`src/rtl/pri_arb.sv`:
```
// pri_arb: registered N-way arbiter, fixed or round-robin priority, with max-hold preemption
module pri_arb #(
  parameter int N = 8,
  parameter int MAX_HOLD = 16,
  localparam int IW = $clog2(N)
) (
  input  logic          clk_i,
  input  logic          rst_i,
  input  logic          mode_i,
  input  logic [N-1:0]  req_i,
  output logic [N-1:0]  gnt_o,
  output logic [IW-1:0] gnt_idx_o,
  output logic          gnt_vld_o
);
  localparam int HW = MAX_HOLD > 0 ? $clog2(MAX_HOLD + 1) : 1;
  typedef enum logic {IDLE, GRANT} state_t;
  state_t state, state_n;
  logic [IW-1:0] ptr, ptr_n, idx_n, win, start, j;
  logic [HW-1:0] hcnt, hcnt_n;
  logic [N-1:0] gnt_n, cand;
  logic arb, any, limit;
  always_comb begin
    cand = req_i & ~gnt_o;
    any = |cand;
    limit = MAX_HOLD != 0 && hcnt == HW'(MAX_HOLD) && any;
    arb = state == IDLE || !req_i[gnt_idx_o] || limit;
    start = mode_i ? ptr : '0;
    win = '0;
    j = '0;
    for (int k = N; k >= 1; k--) begin
      j = IW'((int'(start) + N - k) % N);
      if (cand[j]) win = j;
    end
    state_n = arb ? (any ? GRANT : IDLE) : state;
    gnt_n = arb ? (any ? N'(1) << win : '0) : gnt_o;
    idx_n = arb ? (any ? win : '0) : gnt_idx_o;
    ptr_n = arb && any ? win : ptr;
    hcnt_n = arb ? (any ? HW'(1) : '0)
                 : (MAX_HOLD != 0 && hcnt != HW'(MAX_HOLD) ? hcnt + HW'(1) : hcnt);
  end
  always_ff @(posedge clk_i) begin
    if (rst_i) begin
      state <= IDLE;
      gnt_o <= '0;
      gnt_idx_o <= '0;
      ptr <= '0;
      hcnt <= '0;
    end else begin
      state <= state_n;
      gnt_o <= gnt_n;
      gnt_idx_o <= idx_n;
      ptr <= ptr_n;
      hcnt <= hcnt_n;
    end
  end
  assign gnt_vld_o = |gnt_o;
endmodule
```
`config.mk`:
```
export PLATFORM = sky130hd
export DESIGN_NAME = pri_arb
export DESIGN_NICKNAME = d
export VERILOG_FILES = /design/src/rtl/pri_arb.sv
export SDC_FILE = /design/constraint.sdc
export NUM_CORES = 1
export LEC_CHECK = 0
export BUFFER_PORTS_ARGS = -buffer_cell sky130_fd_sc_hd__buf_2
export CAP_MARGIN = 15
export CELL_PAD_IN_SITES_DETAIL_PLACEMENT = 1
export CELL_PAD_IN_SITES_GLOBAL_PLACEMENT = 2
export CORE_MARGIN = 3
export CORE_UTILIZATION = 35
export DETAILED_ROUTE_END_ITERATION = 6
export PLACE_DENSITY_LB_ADDON = 0.08
export SLEW_MARGIN = 20
export SYNTH_ARGS = -nofsm -noshare
export SYNTH_HDL_FRONTEND = slang
export SYNTH_SLANG_ARGS = --single-unit
```
`constraint.sdc`:
```
create_clock -name clk_i -period 6.2 [get_ports clk_i]
set_input_delay 1.24 -clock clk_i [delete_from_list [all_inputs] [get_ports clk_i]]
set_output_delay 1.24 -clock clk_i [all_outputs]
set_load 0.005 [all_outputs]
```
==> metrics.cfg <==
[placement]
place_area_mm2=0.00196
pre_cts_slack_ns=1.89
dpl.hpwl_mm=4.31
place.gp.congestion=0.861
port_buffers=22

[timing]
rsz0062_at_grt=no
drv_slew=0
max_freq_ghz=0.246
fin_ws_ns=2.14
period_minus_slack_ns=4.06
tns_ns=0
hold_viol=0
slew_headroom=0.508
worst_slew_pin_slew_ns=0.735
setup_viol=0
hold-worst-slack_ns=0.547
finClkSkew_ns=0.00224
fin_crit_sh=0.656

[final_layout]
antennaDiodeCount=0
nets=227
finalCoreUtilization=0.413
final.fill_count=565
area_delta_synth_final_pct=10.7
final_area_mm2=0.00200
drive_above_1_share=0.246

[synth]
avgSynthCellArea_um2=9.37
yosys_warnings=0
synth_edf_count=0
yosysSeqAreaShare=0.221
synth_cell_types=60
ys_ff_latch=20
syn_inst=193
ys_dominant_reg_cell=dfxtp_1
syn-cell-area_mm2=0.00181
async_flop_share=0
syn-num-nets=207

[cts]
cts_tree=done
cts_max_level=1
cts_made_buffers=3
cts.sinks=20
cts_resized=0
cts.clk_slew.worst_paths_ns=0.07
clk_latency_ns=0.25
post_cts_buffers=0
root_buffer=clkbuf_8
cts_hold_buf=0
cts_max_path_buffers=2

[flow_run]
cap_violations=0

[global_routing]
grt_pass1_vias=1714
antenna_found_initial=0
grt-ovfl-total=0
grt_max_degree=13
grt_first_pass_wirelength_mm=8.81
grt_util_all_layers=0.181

[hold_path]
hold_end=gnt_idx_o[1]
hp-class=reg -> reg
hold_depth=1
hp-start=gnt_idx_o[1]

[routing]
routed_via_density=5.95
drtAntennaViolNets=0
drcViolationCount=0
routedWlPerCell_um=19.1
wl_mm=5.30
dr.pass1.iters=4
vias=1654
drt-initial-drc-count=152

[floorplanning]
fp.coreArea_mm2=0.00485
fp.dieW_um=77.9
rows=25
design.die.area_mm2=0.00607
start_util=0.373
die_h_um=77.9
boundaryPins=23

[critical_path]
worst-path-max-fanout=12
timing.rr.start=ptr[0]
cp-end-kind=register
r2r_setup_slack_ns=2.83
r2r-end=gnt_o[6]
start_kind=primary input
arrival_ns=4.21
required_ns=6.35
crit_type=in -> reg
rr_worst_depth=10

[power_and_ir_drop]
pwr_density_cell_mw_per_mm2=474
ir_worst_vdd_v=0.000269
leakage_nw=0.835

[status]
outcome=finished clean

## critical path, stage by stage
cell       delay, ns
buf_2           0.16
and2_4          0.29
inv_2           0.17
ha_1            0.30
xnor2_2         0.36
mux4_2          0.61
o21ai_1         0.12
a2111oi_1       0.12
a211oi_2        0.43
nor2b_1         0.17
a22o_1          0.23
## final cells by class
| class | count | area [um2] | area share |
|---|---|---|---|
| multi-input cells | 159 | 1340 | 0.669 |
| flip-flops and latches | 20 | 400 | 0.200 |
| repair buffers | 22 | 110 | 0.0550 |
| well taps | 67 | 83.8 | 0.0419 |
| clock buffers | 3 | 41.3 | 0.0206 |
| inverters | 7 | 26.3 | 0.0131 |
## layer usage
layer	up-vias	part of all wire	GRT usage
met5	-	0	0
met4	0	0.030	0.0787
met3	14	0.034	0.0186
met2	48	0.49	0.305
met1	819	0.45	0.235
li1	773	-	-
## synth_stat cells, types with 2 or more instances
cell | number | share of area
dfxtp_1 | 20 | 0.22
mux2i_1 | 19 | 0.11
nor2_1 | 17 | 0.035
nand2_1 | 12 | 0.025
mux4_2 | 10 | 0.12
nor2b_1 | 9 | 0.031
o21ai_0 | 7 | 0.019
a21oi_1 | 6 | 0.017
a22o_1 | 6 | 0.029
inv_1 | 6 | 0.012
nand2b_1 | 6 | 0.021
xor2_1 | 5 | 0.024
clkbuf_1 | 4 | 0.0083
nor3_1 | 4 | 0.011
and2_2 | 3 | 0.012
ha_1 | 3 | 0.021
a221oi_1 | 2 | 0.0097
a22o_2 | 2 | 0.011
a31oi_1 | 2 | 0.0069
buf_6 | 2 | 0.012
mux2_2 | 2 | 0.012
mux2_4 | 2 | 0.017
nand3_1 | 2 | 0.0055
nor4_1 | 2 | 0.0069
o21a_1 | 2 | 0.0083
o21ai_1 | 2 | 0.0055
o22ai_1 | 2 | 0.0069
xnor2_1 | 2 | 0.0097
## registers in the layout (all words and copies together) (netlist names)
name,count
gnt_idx_o,3
gnt_o,8
hcnt,5
ptr,3
state,1
## power breakdown
part	internal (W)	switching, W
Combinational	0.000283	0.000373
Clock	0.0000431	0.0000399
Sequential	0.000165	0.0000451
Total	0.000491	0.000458
## cell usage in the layout, fill, tap and decap left out, drive strengths merged, types with 2 or more instances in the layout
cell type | Yosys | routed
a21oi | 7 | 7
xnor2 | 3 | 3
and2 | 5 | 5
xor2 | 5 | 5
o21a | 2 | 2
buf | 3 | 22
mux4 | 11 | 11
nor2 | 17 | 17
nand3 | 2 | 2
o21ai | 9 | 9
a22o | 8 | 8
clkbuf | 4 | 3
nor3 | 4 | 4
ha | 3 | 3
a221oi | 2 | 2
mux2i | 21 | 21
inv | 7 | 7
dfxtp | 20 | 20
nor4 | 2 | 2
mux2 | 4 | 4
nand2 | 13 | 13
o22ai | 2 | 2
a31oi | 2 | 2
nand2b | 6 | 6
nor2b | 9 | 9
## how the worst max path moves through the flow
stage / start / endpoint / depth (start not counted) / slack (ns)
2_1_floorplan: mode_i / gnt_o[1] / 12 / 2.58
3_3_place_gp: mode_i / gnt_o[6] / 11 / 1.87
3_5_place_dp: mode_i / gnt_o[6] / 11 / 1.89
4_1_cts: mode_i / gnt_o[6] / 11 / 2.13
5_1_grt: mode_i / gnt_o[6] / 11 / 1.94
6_report: mode_i / gnt_o[6] / 11 / 2.14
## per-stage QoR
step | std cells | power [W]
after floorplan | 193 | 0.000683
after global placement | 275 | 0.000862
after detailed placement | 275 | 0.000861
after CTS | 278 | 0.000948
after global routing | 278 | 0.00102
final | 278 | 0.000949
## cell families (layout without fill, tap and decap cells)
family	Yosys count	after routing	synth area share
simple gates	66	66	0.193
compound gates	46	46	0.191
mux	36	36	0.293
flops	20	20	0.221
buf+inv	14	32	0.0380
xor+xnor	8	8	0.0429
fa+ha+maj	3	3	0.0207
Power figures use the tool's default switching activity.
